`src/rtl/fb_writer_if.sv`:
```
// Interfaces for fb_writer: the RGB565 pixel stream it consumes and the
// single-port framebuffer write bus it drives.

interface pix_stream_if;
    logic        valid;
    logic        ready;
    logic [15:0] data;
    logic        sof;
    logic        eol;

    modport master (output valid, data, sof, eol, input ready);
    modport slave  (input valid, data, sof, eol, output ready);
endinterface

interface fb_wr_if #(
    parameter int AW = 17
);
    logic          we;
    logic [AW-1:0] addr;
    logic [15:0]   wdata;
    logic          busy;

    modport master (output we, addr, wdata, input busy);
    modport slave  (input we, addr, wdata, output busy);
endinterface

```
`src/rtl/fb_writer.sv`:
```
// fb_writer: turns an RGB565 pixel stream with sof/eol markers into linear
// framebuffer writes (y*WIDTH + x). Off-screen pixels are clipped, and a small
// FIFO absorbs back-pressure from the write port.
// Optional macro FB_CLEAR_EN: after reset, sweep the whole framebuffer with
// zeros before accepting any pixels.

module fb_writer #(
    parameter int WIDTH      = 320,
    parameter int HEIGHT     = 240,
    parameter int FIFO_DEPTH = 16,
    parameter int AW         = 17
) (
    input  logic        clk,
    input  logic        reset,
    pix_stream_if.slave pix,
    fb_wr_if.master     fb,
    output logic        frame_done,
    output logic        overflow
);
    localparam int XW = $clog2(WIDTH + 1);
    localparam int YW = $clog2(HEIGHT + 1);
    localparam int PW = $clog2(FIFO_DEPTH);
    localparam int EW = AW + 16;

`ifdef FB_CLEAR_EN
    localparam int TOTAL = WIDTH * HEIGHT;
    typedef enum logic [1:0] {CLEAR, WAIT_SOF, ACTIVE} state_t;
    localparam state_t RESET_STATE = CLEAR;
`else
    typedef enum logic [1:0] {WAIT_SOF, ACTIVE} state_t;
    localparam state_t RESET_STATE = WAIT_SOF;
`endif

    state_t        state, next_state;
    logic [XW-1:0] x, cur_x;
    logic [YW-1:0] y, cur_y;
    logic [AW-1:0] line_base, cur_base, line_addr;
    logic          accept, take, push, pop;
    logic          in_clear, clear_step;
    logic [AW-1:0] clear_addr;

    logic [EW-1:0] mem [FIFO_DEPTH];
    logic [PW-1:0] wr_ptr, rd_ptr;
    logic [PW:0]   count;
    logic          fifo_full, fifo_empty;

    assign fifo_full  = (count == (PW+1)'(FIFO_DEPTH));
    assign fifo_empty = (count == '0);

`ifdef FB_CLEAR_EN
    assign in_clear   = (state == CLEAR);
    assign clear_step = in_clear && !fb.busy;

    // Clear sweep address, advancing only on cycles where a zero word is written.
    always_ff @(posedge clk) begin
        if (reset) begin
            clear_addr <= '0;
        end else if (clear_step) begin
            clear_addr <= clear_addr + AW'(1);
        end
    end
`else
    assign in_clear   = 1'b0;
    assign clear_step = 1'b0;
    assign clear_addr = '0;
`endif

    // Coordinates used by the current beat: sof forces pixel (0,0) on that beat.
    always_comb begin
        cur_x    = x;
        cur_y    = y;
        cur_base = line_base;
        if (pix.sof) begin
            cur_x    = '0;
            cur_y    = '0;
            cur_base = '0;
        end
        line_addr = cur_base + AW'(cur_x);
    end

    // Next state, handshake and FIFO push/pop decisions.
    always_comb begin
        // NOTE: every signal gets a default first so no path through the block infers a latch.
        next_state = state;
        pix.ready  = !reset && !fifo_full && !in_clear;
        accept     = pix.valid && pix.ready;
        take       = accept && (pix.sof || state == ACTIVE);
        push       = take && (cur_x < XW'(WIDTH)) && (cur_y < YW'(HEIGHT));
        pop        = !fifo_empty && !fb.busy;
        case (state)
`ifdef FB_CLEAR_EN
            CLEAR:    if (clear_step && clear_addr == AW'(TOTAL - 1)) next_state = WAIT_SOF;
`endif
            WAIT_SOF: if (accept && pix.sof) next_state = ACTIVE;
            default:  next_state = state;
        endcase
    end

    // State register.
    always_ff @(posedge clk) begin
        // NOTE: sequential state uses <= so every register updates from pre-edge values.
        if (reset) state <= RESET_STATE;
        else       state <= next_state;
    end

    // Raster position: x saturates at WIDTH, y at HEIGHT; line_base tracks y*WIDTH by addition.
    always_ff @(posedge clk) begin
        if (reset) begin
            x         <= '0;
            y         <= '0;
            line_base <= '0;
        end else if (take) begin
            if (pix.eol) begin
                x <= '0;
                if (cur_y < YW'(HEIGHT)) begin
                    y         <= cur_y + YW'(1);
                    line_base <= cur_base + AW'(WIDTH);
                end else begin
                    y         <= cur_y;
                    line_base <= cur_base;
                end
            end else begin
                x         <= (cur_x < XW'(WIDTH)) ? cur_x + XW'(1) : cur_x;
                y         <= cur_y;
                line_base <= cur_base;
            end
        end
    end

    // Frame-done pulse and sticky unsynced-beat flag.
    always_ff @(posedge clk) begin
        if (reset) begin
            frame_done <= 1'b0;
            overflow   <= 1'b0;
        end else begin
            frame_done <= take && pix.eol && (cur_y == YW'(HEIGHT - 1));
            if (accept && state == WAIT_SOF && !pix.sof) overflow <= 1'b1;
        end
    end

    // FIFO pointers and occupancy; a simultaneous push and pop leaves count unchanged.
    always_ff @(posedge clk) begin
        if (reset) begin
            wr_ptr <= '0;
            rd_ptr <= '0;
            count  <= '0;
        end else begin
            if (push) wr_ptr <= wr_ptr + PW'(1);
            if (pop)  rd_ptr <= rd_ptr + PW'(1);
            case ({push, pop})
                2'b10:   count <= count + (PW+1)'(1);
                2'b01:   count <= count - (PW+1)'(1);
                default: count <= count;
            endcase
        end
    end

    // FIFO storage of {address, pixel}.
    // NOTE: storage is not reset; the pointers and count alone decide which entries are valid.
    always_ff @(posedge clk) begin
        if (push) mem[wr_ptr] <= {line_addr, pix.data};
    end

    // Registered write port: the clear sweep has priority, otherwise drain the FIFO head.
    always_ff @(posedge clk) begin
        if (reset) begin
            fb.we    <= 1'b0;
            fb.addr  <= '0;
            fb.wdata <= '0;
        end else begin
            fb.we <= 1'b0;
            if (clear_step) begin
                fb.we    <= 1'b1;
                fb.addr  <= clear_addr;
                fb.wdata <= '0;
            end else if (pop) begin
                fb.we              <= 1'b1;
                {fb.addr, fb.wdata} <= mem[rd_ptr];
            end
        end
    end

endmodule
```
`src/flat_wrapper.sv`:
```
// flat-port wrapper written by rule: the top's interface ports become plain ports
module fb_writer_flat 
#(
    parameter int WIDTH      = 320,
    parameter int HEIGHT     = 240,
    parameter int FIFO_DEPTH = 16,
    parameter int AW         = 17
)
  (clk, reset, frame_done, overflow, pix_valid, pix_data, pix_sof, pix_eol, pix_ready, fb_we, fb_addr, fb_wdata, fb_busy);
  pix_stream_if pix_i ();
  fb_wr_if #(.AW(AW)) fb_i ();
  input  logic clk;
  input  logic reset;
  output logic frame_done;
  output logic overflow;
  input wire logic [$bits(pix_i.valid)-1:0] pix_valid;
  input wire logic [$bits(pix_i.data)-1:0] pix_data;
  input wire logic [$bits(pix_i.sof)-1:0] pix_sof;
  input wire logic [$bits(pix_i.eol)-1:0] pix_eol;
  output wire logic [$bits(pix_i.ready)-1:0] pix_ready;
  output wire logic [$bits(fb_i.we)-1:0] fb_we;
  output wire logic [$bits(fb_i.addr)-1:0] fb_addr;
  output wire logic [$bits(fb_i.wdata)-1:0] fb_wdata;
  input wire logic [$bits(fb_i.busy)-1:0] fb_busy;
  assign pix_i.valid = pix_valid;
  assign pix_i.data = pix_data;
  assign pix_i.sof = pix_sof;
  assign pix_i.eol = pix_eol;
  assign pix_ready = pix_i.ready;
  assign fb_we = fb_i.we;
  assign fb_addr = fb_i.addr;
  assign fb_wdata = fb_i.wdata;
  assign fb_i.busy = fb_busy;
  fb_writer #(.WIDTH(WIDTH), .HEIGHT(HEIGHT), .FIFO_DEPTH(FIFO_DEPTH), .AW(AW)) u_core (.clk(clk), .reset(reset), .pix(pix_i), .fb(fb_i), .frame_done(frame_done), .overflow(overflow));
endmodule
```
`config.mk`:
```
export PLATFORM = sky130hd
export DESIGN_NAME = fb_writer_flat
export DESIGN_NICKNAME = d
export VERILOG_FILES = /design/src/rtl/fb_writer_if.sv /design/src/rtl/fb_writer.sv /design/src/flat_wrapper.sv
export SDC_FILE = /design/constraint.sdc
export NUM_CORES = 1
export LEC_CHECK = 0
export ABC_AREA = 1
export CORE_MARGIN = 5
export CORE_UTILIZATION = 50
export CTS_CLUSTER_DIAMETER = 120
export DETAILED_ROUTE_END_ITERATION = 10
export GPL_ROUTABILITY_DRIVEN = 0
export PLACE_DENSITY = 0.69
export SLEW_MARGIN = 0
export SYNTH_ARGS = -nofsm -noshare
export SYNTH_HDL_FRONTEND = slang
export SYNTH_SLANG_ARGS = --single-unit
export TNS_END_PERCENT = 20
```
`constraint.sdc`:
```
create_clock -name clk -period 3.7 [get_ports clk]
set_clock_uncertainty 0.15 [all_clocks]
set_input_delay 0.74 -clock clk [delete_from_list [all_inputs] [get_ports clk]]
set_output_delay 0.74 -clock clk [all_outputs]
set_load 0.01 [all_outputs]
```
; Word-level counts from Yosys, hierarchy flattened
; Memories as Yosys holds them, arrays and structs flattened. A register that Yosys moved wholly into a read port is not among the register bits.
; Cells that the tools add are included.
[word_totals]
output_inout_bits = 37
mem_count = 1
word_cells = 59
ramBits = 528
in_bits = 22
regBits = 51
[op_classes]
n_eq_ne = 4
n_lt_le_gt_ge = 2
mux = 13
n_addsub = 8
reduce_logical = 21
[mem_list]
columns = memory, depth, word_bits, read_ports, rd_clocked_by_memory_dff, wr, line
row1 = u_core.mem, 16, 33, 1, 1, 1, fb_writer.sv:42  ; logic [EW-1:0] mem [FIFO_DEPTH];
[op_table]
columns = op, count
row1 = 17-bit two-way mux, 3
row2 = 9-bit two-way mux, 3
row3 = 8-bit two-way mux, 3
row4 = 17-bit by 9-bit adder with 17-bit output, 1
row5 = "17-bit by 9-bit adder with 17-bit output, second input constant", 1
row6 = 1-bit logical AND, 11
row7 = 5-bit one-hot mux with 2 select lines, 1
row8 = "9-bit by 1-bit adder with 9-bit output, second input constant", 1
row9 = "9-bit < comparator, second input constant", 1
row10 = "4-bit by 1-bit adder with 4-bit output, second input constant", 2
row11 = "8-bit by 1-bit adder with 8-bit output, second input constant", 1
row12 = "8-bit equality test, second input constant", 1
row13 = "8-bit < comparator, second input constant", 1
row14 = "5-bit by 1-bit adder with 5-bit output, second input constant", 1
row15 = "5-bit equality test, second input constant", 1
row16 = 1-bit logical NOT, 5
row17 = 5-bit logical NOT, 1
row18 = "5-bit by 1-bit subtractor with 5-bit output, second input constant", 1
row19 = 1-bit two-way mux, 3
row20 = "2-bit by 1-bit equality test with 1-bit output, second input constant", 1
row21 = "2-bit equality test, second input constant", 1
row22 = 2-bit logical NOT, 1
row23 = 2-bit AND reduction, 1
row24 = 2-bit nonzero test, 1
row25 = 1-bit logical OR, 1

; Depth between registers and ports, before layout
[logic_depth]
word_depth = 9
ltp_mapped = 18
mapped_depth_nobuf = 17

; Worst setup path before layout
; Ideal clock, no wire load.
[synth_path]
kind = input -> register
from = in pix_sof
to = mem u_core.mem[0][0] in the netlist's numbering, enable pin
path_slack_ns = 0.130
t_arrival_ns = 2.997
path_stages = 9
setup_ns = 0.423
cell_sequence = buf_6 inv_4 nand2_1 nor2_1 nand2_2 nand2_2 nor2_4 nand2_1 nor2_1
[synth_between]
elab_chain_cells = 6
word_cells_on_any_way = 10
cone_classes = order compare: 2 / mux: 4 / reduce/logical: 4
[synth_rtl]
columns = item, line
row1 = "start, declared", flat_wrapper.sv:18  ; input wire logic [$bits(pix_i.sof)-1:0] pix_sof;
row2 = 9-bit two-way mux or 1-bit logical OR (tied branches), "fb_writer.sv:73, fb_writer.sv:87"
row3 = 9-bit < comparator or 1-bit logical AND (tied branches), "fb_writer.sv:88, fb_writer.sv:87"
row4 = 1-bit logical AND, fb_writer.sv:88  ; push = take && (cur_x < XW'(WIDTH)) && (cur_y < YW'(HEIGHT));
row5 = 1-bit logical AND (*), fb_writer.sv:88
row6 = 1-bit two-way mux (*), fb_writer.sv:161  ; if (push) mem[wr_ptr] <= {line_addr, pix.data};
row7 = 1-bit two-way mux (implied by the code) (*), fb_writer.sv:161
row8 = "end, declared", fb_writer.sv:42
; Mark *: on every way between the ends. The rest lies on a longest branch, timed or not.

; Worst setup path after layout
[layout_path]
from = in pix_sof
to = mem u_core.mem[0][24] in the netlist's numbering (data pin)
[layout_between]
elab_chain_cells = 2
word_cells_on_any_way = 3
cone_classes = add/sub: 1 / mux: 2
[layout_rtl]
columns = item, line
row1 = 17-bit two-way mux or 9-bit two-way mux (tied branches), fb_writer.sv:73  ; if (pix.sof) begin
row2 = 17-bit by 9-bit adder with 17-bit output (*), fb_writer.sv:78  ; line_addr = cur_base + AW'(cur_x);
row3 = net u_core.line_addr[8], fb_writer.sv:37  ; logic [AW-1:0] line_base, cur_base, line_addr;
; Mark *: on every way through the listed nets, which the timed path passes. The rest lies on a longest branch.

==> flow_metrics.py <==
metrics = {
    "logic_synthesis": {
        "synth-compound-area-share": 0.0986,
        "ys_top_cells_by_area": "edfxtp_1, dfxtp_1, inv_1",
        "mappedNetlistArea_sq_mm": 0.0263,
        "avgSynthCellArea_sq_um": 11.0,
        "yosysTopAreaCell": "edfxtp_1",
        "netlist.area_leader.share": 0.603,
        "synth_seq_cells": 612,
        "synthMuxAreaShare": 0,
        "yosysSeqAreaShare": 0.667,
        "synthSimpleGateAreaFrac": 0.133,
        "synth_top_family_by_area": "simple AND/OR/NAND/NOR gates",
        "synth-adder-area-share": 0.0115,
        "synth_cells": 2397,
        "synth_xor_xnor_area_share": 0.00699,
        "yosysWarnings": 0,
        "syn-num-nets": 2442,
        "synth.distinct_cells": 42,
    },
    "finish": {
        "stdcell_count": 3216,
        "drive_above_1_share": 0.0886,
        "diodes": 0,
        "final_common_cell": "edfxtp_1",
        "filler_cell_count": 4232,
        "design_area_sq_mm": 0.0300,
        "final_cell_mix": "edfxtp_1, inv_1, nand2_1",
        "final_util": 0.574,
        "nets": 2524,
        "syn2layout_area_growth_pct": 14.2,
    },
    "run_status": {
        "outcome": "completed",
    },
    "sta": {
        "worst-slew-pin-transition_ns": 1.24,
        "maxSlewHeadroom": 0.168,
        "grt_setup_unrepaired": "false",
        "period_share": 0.942,
        "slew_violations": 0,
        "fmax_ghz": 0.287,
        "fin_crit_ns": 3.48,
        "hold_violations": 0,
        "tns_ns": 0,
        "setup_viol": 0,
    },
    "grt": {
        "met1_usage": 0.291,
        "grt_pass1_wl_um": 96900,
        "met3_usage": 0.0366,
        "gr-total-overflow": 0,
        "grt.total_usage": 0.217,
        "antenna_found_initial": 0,
        "grt_pass1_vias": 17100,
        "grtUsageMet2": 0.364,
        "top_usage_layer": "met2",
        "grt_max_degree": 113,
    },
    "clock_network": {
        "cts_root_buf": "clkbuf_16",
        "postCtsHoldBufs": 0,
        "cts_setup_buffers": 0,
        "cts_num_sinks": 612,
        "clkLatencyLatePin_ns": 0.60,
        "cts_made_buffers": 67,
        "h-tree-depth": 3,
        "clockBufferDepth": 3,
        "path_clk_slew_ns": 0.06,
        "cts_tree": "built",
        "post_cts_resize_count": 0,
    },
    "setup_path": {
        "worstPathArrival_ns": 3.55,
        "cp_max_fo": 16,
        "cp_slowest_cell": "xor2_1",
        "critPathTopFamily": "XOR/XNOR gates",
        "crit_top_cell": "nand2_1",
        "setup.worst_path.end_class": "flop",
        "cp_slowest_stage_delay_ns": 0.96,
        "path_cells": "clkdlybuf4s50_1, inv_4, nand2_1, inv_1, ha_1, fa_1, nand3_1, nand2_1, nand4_1, nand2_1, xor2_1",
        "worst-endpoint-required_ns": 3.76,
        "critPathBufInv": 3,
        "start_kind": "input port",
        "crit_type": "in2reg",
    },
    "power": {
        "leakagePower_nw": 11.3,
        "ir_drop_uv": 579,
        "report.power.total_w": 0.0180,
        "power_density_mw_per_mm2": 600,
    },
    "placed_design": {
        "dp_hpwl_um": 34900,
        "numPortBuffers": 58,
        "dp.cells": 3098,
        "placed_cell_area_sq_mm": 0.0281,
    },
    "flow_run": {
        "maxCapViolCount": 0,
    },
    "detailed_routing": {
        "wl_per_cell_um": 19.5,
        "drt_wl_total_um": 62800,
        "drc": 0,
        "drt_pass1_iterations": 8,
        "via_count": 17700,
        "viasPerCell": 5.50,
        "ant_nets": 0,
        "drt-initial-drc-count": 1581,
    },
    "worst_hold_path": {
        "hp-class": "reg2reg",
    },
    "floorplanning": {
        "start_util": 0.503,
        "rows": 84,
        "die_w_um": 239,
        "core_sq_mm": 0.0523,
        "die_h_um": 239,
        "die-area_sq_mm": 0.0573,
        "design.portCount": 59,
    },
}
-- where the power goes --
part	total (W)	switching, W	leakage [nW]	internal (W)
Combinational	0.00399	0.00252	4.86	0.00147
Clock	0.00610	0.00265	0.970	0.00345
Sequential	0.00793	0.000243	5.50	0.00769
-- state kept, by name (all words and copies together) (netlist names) --
register           cells
u_core.fb.addr        17
u_core.y               8
u_core.overflow        1
u_core.rd_ptr          4
u_core.line_base      17
u_core.fb.wdata       16
u_core.state           1
u_core.x               9
u_core.mem           528
u_core.frame_done      1
u_core.fb.we           1
u_core.wr_ptr          4
u_core.count           5
-- worst min-delay path, stage by stage, from the launching register on --
cell     delay [ns]
dfxtp_1        0.31
nand3_1        0.07
inv_1          0.03
-- logic make-up after synthesis --
group                    count (synthesis)
AO/OA/AOI/OAI                          430
adder cells (fa/ha/maj)                 23
AND/OR/NAND/NOR                        799
buffers and inverters                  512
flip-flops                             612
XOR/XNOR                                21
-- metal layers --
layer / routed length (um) / share of wire / up-vias
li1: - / - / 8407
met1: 26200 / 0.42 / 8465
met2: 30500 / 0.49 / 681
met3: 4360 / 0.069 / 131
met4: 1750 / 0.028 / 0
met5: 0 / 0 / -
-- stage by stage --
step	hold WS (ns)	setup slack (ns)
final	0.306	0.215
after global routing	0.336	0.0521
after CTS	0.307	0.308
after detailed placement	0.298	-0.250
after global placement	0.293	-0.137
after floorplan	0.283	0.130
-- final cells by class --
class / count / area (sq um) / share of cell area
Inverter: 375 / 1410 / 0.0470
Multi-Input combinational cell: 1273 / 6710 / 0.223
Timing Repair Buffer: 150 / 1530 / 0.0509
Clock buffer: 82 / 1750 / 0.0583
Clock inverter: 36 / 235 / 0.00783
Tap cell: 688 / 861 / 0.0286
Sequential cell: 612 / 17500 / 0.584
-- path summary, 6_finish.rpt --
kind / slack [ns] / start / cells after the start / endpoint
max: 0.22 / pix_sof / 11 / u_core.mem[0][24]
min: 0.31 / u_core.line_base[4] / 2 / u_core.line_base[4]
min reg2reg: 0.31 / u_core.line_base[4] / 2 / u_core.line_base[4]
max reg2reg: 0.71 / u_core.x[0] / 9 / u_core.mem[0][24]
-- cells in the mapped netlist, drive strengths merged --
library cell	n
ha	21
o211ai	166
buf	91
a21o	1
fa	2
o21a	2
o21ai	121
clkinv	2
edfxtp	528
inv	373
xnor2	4
xor2	17
dfxtp	84
o22ai	2
a31oi	2
nor2	159
a22oi	1
nor3	6
a21boi	2
clkbuf	46
a31o	1
nand3	273
nand2	344
nand3b	3
a21oi	132
nand4	14
Note: power is estimated with default switching activity, not from simulation.
